$ cat src/rtl/seq_detect_param_if.sv
// Serial-bit interface for seq_detect_param: sample enable, data, overlap mode in; match flags and count out.
interface seq_detect_param_if #(
  parameter int CNT_W = 8
);
  logic             en;
  logic             x;
  logic             overlap;
  logic             y;
  logic             y_q;
  logic [CNT_W-1:0] match_cnt;

  // No handshake: one bit is accepted on every rising edge where en=1; there is no back-pressure.
  modport master (output en, output x, output overlap, input y, input y_q, input match_cnt);
  modport slave  (input en, input x, input overlap, output y, output y_q, output match_cnt);
endinterface

$ cat src/rtl/seq_detect_param.sv
// Parametrised serial pattern detector with Mealy (y) and registered (y_q) match outputs.
// Optional saturating match counter is built only when SEQ_DETECT_MATCH_CNT_EN is defined.
module seq_detect_param #(
  parameter int                 PAT_LEN = 3,
  parameter logic [PAT_LEN-1:0] PATTERN = 3'b111,
  parameter int                 CNT_W   = 8
) (
  input  logic                clk,
  input  logic                rst,
  seq_detect_param_if.slave   bus
);

  localparam int                FILL_W   = $clog2(PAT_LEN);
  localparam logic [FILL_W-1:0] FILL_MAX = FILL_W'(PAT_LEN - 1);

  logic [PAT_LEN-2:0] hist_q, hist_d, hist_shift;
  logic [FILL_W-1:0]  fill_q, fill_d;
  logic               match_q, match_d;
  logic               y;

  if (PAT_LEN == 2) begin : g_hist_one
    assign hist_shift = bus.x;
  end else begin : g_hist_many
    assign hist_shift = {hist_q[PAT_LEN-3:0], bus.x};
  end

  // rst gates y so a pattern completed in the reset cycle is not reported.
  assign y = bus.en & ~rst & (fill_q == FILL_MAX) & ({hist_q, bus.x} == PATTERN);

  always_comb begin
    hist_d  = hist_q;
    fill_d  = fill_q;
    match_d = y;
    if (bus.en) begin
      hist_d = hist_shift;
      if (y && !bus.overlap) begin
        fill_d = '0;
      end else if (fill_q != FILL_MAX) begin
        fill_d = fill_q + 1'b1;
      end
    end
  end

  always_ff @(posedge clk) begin
    if (rst) begin
      hist_q  <= '0;
      fill_q  <= '0;
      match_q <= 1'b0;
    end else begin
      hist_q  <= hist_d;
      fill_q  <= fill_d;
      match_q <= match_d;
    end
  end

`ifdef SEQ_DETECT_MATCH_CNT_EN
  logic [CNT_W-1:0] cnt_q, cnt_d;

  always_comb begin
    cnt_d = cnt_q;
    if (y && (cnt_q != {CNT_W{1'b1}})) begin
      cnt_d = cnt_q + 1'b1;
    end
  end

  always_ff @(posedge clk) begin
    if (rst) begin
      cnt_q <= '0;
    end else begin
      cnt_q <= cnt_d;
    end
  end

  assign bus.match_cnt = cnt_q;
`else
  assign bus.match_cnt = '0;
`endif

  assign bus.y   = y;
  assign bus.y_q = match_q;

endmodule

$ cat src/flat_wrapper.sv
// flat-port wrapper written by rule: the top's interface ports become plain ports
module seq_detect_param_flat 
#(
  parameter int                 PAT_LEN = 3,
  parameter logic [PAT_LEN-1:0] PATTERN = 3'b111,
  parameter int                 CNT_W   = 8
)
  (clk, rst, bus_en, bus_x, bus_overlap, bus_y, bus_y_q, bus_match_cnt);
  seq_detect_param_if #(.CNT_W(CNT_W)) bus_i ();
  input  logic clk;
  input  logic rst;
  input wire logic [$bits(bus_i.en)-1:0] bus_en;
  input wire logic [$bits(bus_i.x)-1:0] bus_x;
  input wire logic [$bits(bus_i.overlap)-1:0] bus_overlap;
  output wire logic [$bits(bus_i.y)-1:0] bus_y;
  output wire logic [$bits(bus_i.y_q)-1:0] bus_y_q;
  output wire logic [$bits(bus_i.match_cnt)-1:0] bus_match_cnt;
  assign bus_i.en = bus_en;
  assign bus_i.x = bus_x;
  assign bus_i.overlap = bus_overlap;
  assign bus_y = bus_i.y;
  assign bus_y_q = bus_i.y_q;
  assign bus_match_cnt = bus_i.match_cnt;
  seq_detect_param #(.PAT_LEN(PAT_LEN), .PATTERN(PATTERN), .CNT_W(CNT_W)) u_core (.clk(clk), .rst(rst), .bus(bus_i));
endmodule
$ cat config.mk
export PLATFORM = sky130hd
export DESIGN_NAME = seq_detect_param_flat
export DESIGN_NICKNAME = d
export VERILOG_FILES = /design/src/rtl/seq_detect_param_if.sv /design/src/rtl/seq_detect_param.sv /design/src/flat_wrapper.sv
export SDC_FILE = /design/constraint.sdc
export NUM_CORES = 1
export LEC_CHECK = 0
export CORE_AREA = 2 2 39 41
export CTS_CLUSTER_DIAMETER = 40
export CTS_CLUSTER_SIZE = 28
export DETAILED_ROUTE_END_ITERATION = 16
export DIE_AREA = 0 0 41 43
export PLACE_DENSITY = 0.57
export SLEW_MARGIN = 20
export SYNTH_ARGS = -nofsm -noshare
export SYNTH_HDL_FRONTEND = slang
export SYNTH_SLANG_ARGS = --single-unit
$ cat constraint.sdc
create_clock -name clk -period 3.6 [get_ports clk]
set_input_delay 0.9 -clock clk [delete_from_list [all_inputs] [get_ports clk]]
set_output_delay 0.9 -clock clk [all_outputs]
set_load 0.01 [all_outputs]
== Word level (Yosys, flattened, before mapping) ==
Cells that the tools add are included.
Widths: inputs -> output; s select.

* Add/subtract/negate cells: 1
* Eq/ne operators: 3
* Muxes and demuxes: 2
* Bitwise logic cells: 4
* Reductions and logical operators: 4

{| class="wikitable"
|+ Operators by type and width
! operator !! number
|-
| $mux 2 || 2
|-
| $and 1x1->1 || 3
|-
| $eq 3x3->1 const B || 1
|-
| $add 2x1->2 const B || 1
|-
| $eq 2x2->1 const B || 1
|-
| $ne 2x2->1 const B || 1
|-
| $reduce_and 2->1 || 1
|-
| $reduce_bool 2->1 || 1
|-
| $logic_and 1x1->1 || 1
|-
| $logic_not 1->1 || 1
|-
| $not 1->1 || 1
|}

* Bits in registers: 5
* Bits of input ports: 5
* Output and inout bits: 10
* Logic and storage cells: 17

== Longest topological paths before layout ==
Gate-level depths: netlist of the first run.

* Depth after elaboration: 7
* Mapped depth: 4
* Gate-level depth less buffers: 4

== Worst setup path after synthesis of the first run ==
OpenSTA, ideal clock, no wires.

* Path kind: input-to-output
* Start: in rst
* End: out bus_y
* Data arrival time: 1378 ps
* Data required time: 2700 ps
* Slack: 1322 ps
* Stages on the path: 2
* Buffers on the path: 1
* Cell sequence: clkbuf_1 > nor3_1

* Longest elaborated chain between the ends: 4

{| class="wikitable"
|+ RTL lines
! element !! line !! text
|-
| start: declaration || flat_wrapper.sv:11 || <nowiki>input logic rst;</nowiki>
|-
| $not 1->1 || seq_detect_param.sv:28 || <nowiki>assign y = bus.en & ~rst & (fill_q == FILL_MAX) & ({hist_q, bus.x} == PATTERN);</nowiki>
|-
| $and 1x1->1 (3 in a row) || seq_detect_param.sv:28 ||
|-
| end: declaration || flat_wrapper.sv:15 || <nowiki>output wire logic [$bits(bus_i.y)-1:0] bus_y;</nowiki>
|}

No other way between the ends.

== Worst setup path in the final report of the first run ==
* Start: in bus_x
* End: out bus_y

* Longest elaborated chain between the ends: 2

{| class="wikitable"
|+ RTL lines
! element !! line !! text
|-
| start: declaration || flat_wrapper.sv:13 || <nowiki>input wire logic [$bits(bus_i.x)-1:0] bus_x;</nowiki>
|-
| $eq 3x3->1 || seq_detect_param.sv:28 ||
|-
| $and 1x1->1 || seq_detect_param.sv:28 ||
|}

No other way between the ends.

==> results of run 1 <==
[cells in the mapped netlist]
library cell	number
nand2_1	1
or3b_2	2
dfxtp_1	5
mux2i_1	2
nor2_1	2
inv_1	1
nand3_1	1
and4b_1	1
ha_1	1
buf_4	8
conb_1	1
nor3_1	2
o211ai_1	2
clkbuf_1	1
or4b_1	2
nand3b_1	2
[power by group]
| group | switching, mW | internal (mW) | leakage (nW) | total [mW] |
|---|---|---|---|---|
| clock | 0.0242 | 0.0420 | 0.0150 | 0.0662 |
| sequential | 0.00269 | 0.0594 | 0.0409 | 0.0621 |
| combinational | 0.0111 | 0.0116 | 0.105 | 0.0227 |
[registers in the layout, indices dropped and copies added, names as in the netlist]
register	flops
u_core.bus.y_q	1
u_core.fill_q	2
u_core.hist_q	2
[area by class of cell]
class | instances | area (um2)
clock buffers | 4 | 26.3
fillers | 152 | 992
inverters | 1 | 3.75
multi-input cells | 26 | 166
flip-flops and latches | 5 | 100
well taps | 16 | 20.0
repair buffers | 8 | 75.1
[metrics by stage]
| stage | util (%) | area (um2) | std cells | setup WS [ps] | hold slack [ps] |
|---|---|---|---|---|---|
| after floorplan | - | 334 | 41 | 1320 | 476 |
| after global routing | 28.3 | 392 | 60 | 324 | 549 |
| after global placement | 26.4 | 365 | 56 | 456 | 497 |
| final | 28.3 | 392 | 60 | 434 | 504 |
| after CTS | 28.3 | 392 | 60 | 437 | 508 |
| after detailed placement | 26.4 | 365 | 56 | 437 | 501 |
[worst paths after layout]
path	from	endpoint	slack, ps	cells past startpoint
hold / removal	u_core.hist_q[1]$_SDFFE_PP0P_	u_core.bus.y_q$_SDFF_PP0_	500	2
setup / recovery	bus_x	bus_y	430	4
hold reg to reg	u_core.hist_q[1]$_SDFFE_PP0P_	u_core.bus.y_q$_SDFF_PP0_	500	2
setup reg to reg	u_core.fill_q[0]$_SDFFE_PP0P_	u_core.fill_q[1]$_SDFFE_PP0P_	2250	4
[cell families (layout without fill, tap and decap cells)]
family                   after synthesis  in the layout  share of synthesized area, %
AND/OR/NAND/NOR                       13             13                          28.9
multiplexers                           2              2                          6.50
buffers and inverters                 10             13                          21.9
other                                  1              8                          1.22
adder cells (fa/ha/maj)                1              1                          4.06
AO/OA/AOI/OAI                          2              2                          4.88
flip-flops                             5              5                          32.5
[worst reg2reg max path, cell delays in order (launching register included)]
cell and delay (ps):
dfxtp_1 350, inv_1 50, ha_1 270, or4b_1 510, o211ai_1 100
[per-layer routing]
metal  GRT usage, %  vias up
li1               -      125
met5              0        -
met1           7.17       99
met3           3.14        2
met4           8.00        0
met2           8.13       12
==> results.yml, run 1 <==
clock_tree:
  cts_hold_buf: 0
  h-tree-depth: 1
  cts_resized: 0
  root_buffer: "clkbuf_4"
  tritoncts: "done"
  numClockSinks: 5
  clk_pin_slew_worst_paths_ps: 40
  clock_latency_ps: 240
  post_cts_buffers: 0
  cts_buffer_depth: 2
  cts_inserted_buffers: 3
place:
  place_hpwl_um: 407
  port_buffers: 6
  routabilityCongestion: 0.636
status:
  status: "finished, final reports clean"
yosys:
  yosysUniqueCellTypes: 16
  syn_inst: 34
  synth_top_area_share_pct: 32.5
  synth_area_leaders: "dfxtp_1 (33%), buf_4 (20%), mux2i_1 (6.5%), or4b_1 (6.5%), or3b_2 (5.7%)"
  yosysSeqAreaShare_pct: 32.5
  syn_area_um2: 308
  yosysTopAreaCell: "dfxtp_1"
  yosys_warnings: 0
  ys_ff_latch: 5
  syn_area_per_cell_um2: 9.05
worst_setup_path:
  path_common_cell: "clkdlybuf4s50_1"
  cp.arrival_ps: 2270
  cp_slowest_cell: "clkdlybuf4s50_1"
  critical-path-top-delay-family: "buffers and inverters"
  critPathBufInv: 2
  slowest_delay_ps: 560
  required_ps: 2700
  end_kind: "output port"
  path_cells: "clkdlybuf4s50_1 > nand3_1 > nor3_1 > clkdlybuf4s50_1"
  crit_fanout: 3
  cp-start-kind: "input port"
  crit_type: "in -> out"
detailed_routing:
  firstDrtPassIters: 3
  drcViolationCount: 0
  top_layer_used: "met4"
  drtIter0Drc: 6
  ant_nets: 0
  vias: 238
  wl_met1_um: 232
  wl_met2_um: 219
  routedWlPerCell_um: 8.77
  viasPerCell: 3.97
  wirelength_um: 526
  wl_met3_um: 53
power:
  max-vdd-ir-drop_mv: 0.121
  cellLeakagePower_nw: 0.161
  total_power_uw: 151
  power.density_nw_per_um2: 386
sta:
  clock_skew_ps: 0.455
  post-route-min-period_ps: 3170
  hold_viol: 0
  timing.setup.tns_ps: 0
  rsz0062_at_grt: "no"
  clock.fmax_mhz: 316
  slew_viol_final: 0
  finalSetupViolCount: 0
  period_share_pct: 87.9
global_routing:
  grt_usage_pct: 6.65
  grt_pass1_wl_um: 724
  grt_pass1_vias: 200
  antenna_found_initial: 0
  grt_max_degree: 10
  grt_overflow: 0
final_layout:
  drive_gt1_share_pct: 15.9
  mostFrequentLayoutCell: "conb_1"
  area_growth_pct: 27.2
  diodes: 0
  final_cell_mix: "conb_1 (8), clkdlybuf4s50_1 (6), dfxtp_1 (5)"
  final_nets: 51
min_path:
  hold_path.class: "reg -> reg"
floorplanning:
  start_util_pct: 22.2
  placeableCoreArea_um2: 1380
  die_y_um: 43
  die-area_um2: 1760
  io_pins: 15
  die_x_um: 41
  rows: 14
run:
  drv_cap: 0
Power figures use the tool's default switching activity.
==> run 2, diff against run 1 <==
--- a/config.mk
+++ b/config.mk
@@ -10,6 +10,7 @@
 export CTS_CLUSTER_SIZE = 28
 export DETAILED_ROUTE_END_ITERATION = 16
 export DIE_AREA = 0 0 41 43
+export HOLD_SLACK_MARGIN = 0.15
 export PLACE_DENSITY = 0.57
 export SLEW_MARGIN = 20
 export SYNTH_ARGS = -nofsm -noshare
==> results of run 2 <==
Final layout, timing and power as in run 1 (identical DEF).
==> run 3, diff against run 2 <==
--- a/config.mk
+++ b/config.mk
@@ -11,7 +11,7 @@
 export DETAILED_ROUTE_END_ITERATION = 16
 export DIE_AREA = 0 0 41 43
 export HOLD_SLACK_MARGIN = 0.15
-export PLACE_DENSITY = 0.57
+export PLACE_DENSITY = 0.58
 export SLEW_MARGIN = 20
 export SYNTH_ARGS = -nofsm -noshare
 export SYNTH_HDL_FRONTEND = slang
==> run 3 against run 2 <==
Clock power shrank 3.3%. Global-route usage is essentially flat. Register-to-register slack lost 20 ps. Largest power group unchanged.
==> results.yml, run 3 (synthesized netlist as in run 1, its figures left out) <==
worst_setup_path:
  required_ps: 2700
  crit_end: "bus_y"
  crit_type: "in -> out"
  crit_start: "bus_x"
  crit_fanout: 3
  end_kind: "output port"
  regToRegSetupSlack_ps: 2230
  cp.arrival_ps: 2220
  reg2regPathDepth: 4
  r2r-start: "u_core.fill_q[0]$_SDFFE_PP0P_"
  cp-start-kind: "input port"
  worst_r2r_endpoint: "u_core.fill_q[1]$_SDFFE_PP0P_"
final_layout:
  final_nets: 51
  mostFrequentLayoutCell: "conb_1"
  drive_gt1_share_pct: 15.9
  final_cell_mix: "conb_1 (8), clkdlybuf4s50_1 (6), dfxtp_1 (5)"
  area_growth_pct: 27.2
  layout.cells.non_filler: 60
  nFillCells: 155
  diodes: 0
  fin_area_um2: 392
  final_core_util_pct: 28.3
global_routing:
  grt_usage_pct: 6.64
  met2_usage_pct: 6.88
  antenna_found_initial: 0
  grt.busiest_layer: "met1"
  grt_util_met3_pct: 3.66
  grt_pass1_wl_um: 745
  grtUsageMet1_pct: 9.06
  grt_pass1_vias: 187
  grt_max_degree: 10
  grt_overflow: 0
sta:
  timing.setup.tns_ps: 0
  clock.fmax_mhz: 320
  clock_skew_ps: 1.05
  period_share_pct: 86.7
  slew_viol_final: 0
  finalSetupViolCount: 0
  rsz0062_at_grt: "no"
  fin_ws_ps: 477
  post-route-min-period_ps: 3120
  whs_ps: 509
  hold_viol: 0
detailed_routing:
  routedWlPerCell_um: 8.22
  ant_nets: 0
  wirelength_um: 493
  drcViolationCount: 0
  viasPerCell: 4.02
  drtIter0Drc: 1
  firstDrtPassIters: 2
  vias: 241
clock_tree:
  tritoncts: "done"
  cts_hold_buf: 0
  numClockSinks: 5
  cts_buffer_depth: 2
  post_cts_buffers: 0
  root_buffer: "clkbuf_4"
  clk_pin_slew_worst_paths_ps: 40
  cts_resized: 0
  h-tree-depth: 1
  clock_latency_ps: 240
  cts_inserted_buffers: 3
place:
  place_hpwl_um: 393
  place_ws_ps: 481
  port_buffers: 6
  routabilityCongestion: 0.700
  dpl-instance-area_um2: 365
  placed_cells: 56
min_path:
  hold_depth: 2
  hold_path.class: "reg -> reg"
power:
  total_power_uw: 149
  cellLeakagePower_nw: 0.161
  max-vdd-ir-drop_mv: 0.162
  power.density_nw_per_um2: 381
floorplanning:
  placeableCoreArea_um2: 1380
  start_util_pct: 22.2
  io_pins: 15
  rows: 14
  die_y_um: 43
  die-area_um2: 1760
  die_x_um: 41
run:
  drv_cap: 0
status:
  status: "finished, final reports clean"
[run 3: cell counts in the layout (fill, tap and decap cells not counted)]
Identical to the previous run, type by type.
[run 3: critical path, cell delays in order]
cell and delay, ps:
clkdlybuf4s50_1 490, nand3_1 100, nor3_1 170, clkdlybuf4s50_1 560
[run 3: power breakdown]
| part | total, mW | switching (mW) | internal (mW) |
|---|---|---|---|
| Sequential | 0.0622 | 0.00273 | 0.0594 |
| Combinational | 0.0229 | 0.0113 | 0.0116 |
| Clock | 0.0640 | 0.0222 | 0.0419 |
| Total | 0.149 | 0.0362 | 0.113 |
[run 3: layer usage]
| metal | share of wire [%] | vias up |
|---|---|---|
| met4 | 0 | 0 |
| met1 | 50 | 107 |
| met5 | 0 | - |
| li1 | - | 125 |
| met2 | 40 | 9 |
| met3 | 10 | 0 |
[run 3: worst min path at each step]
| stage | start | endpoint | slack (ps) |
|---|---|---|---|
| final | u_core.hist_q[0]$_SDFFE_PP0P_ | u_core.bus.y_q$_SDFF_PP0_ | 510 |
| after floorplan | u_core.hist_q[1]$_SDFFE_PP0P_ | u_core.hist_q[1]$_SDFFE_PP0P_ | 480 |
| after CTS | u_core.hist_q[1]$_SDFFE_PP0P_ | u_core.bus.y_q$_SDFF_PP0_ | 510 |
| after detailed placement | u_core.hist_q[1]$_SDFFE_PP0P_ | u_core.bus.y_q$_SDFF_PP0_ | 500 |
| after global routing | u_core.hist_q[1]$_SDFFE_PP0P_ | u_core.bus.y_q$_SDFF_PP0_ | 530 |
| after global placement | u_core.hist_q[1]$_SDFFE_PP0P_ | u_core.bus.y_q$_SDFF_PP0_ | 510 |
[run 3: layout make-up]
type	count	area [um2]	area share, %
clock buffer	4	26.3	6.71
inverter	1	3.75	0.958
sequential	5	100	25.6
timing repair buffer	8	75.1	19.2
multi-input combinational	26	166	42.5
tap	16	20.0	5.11
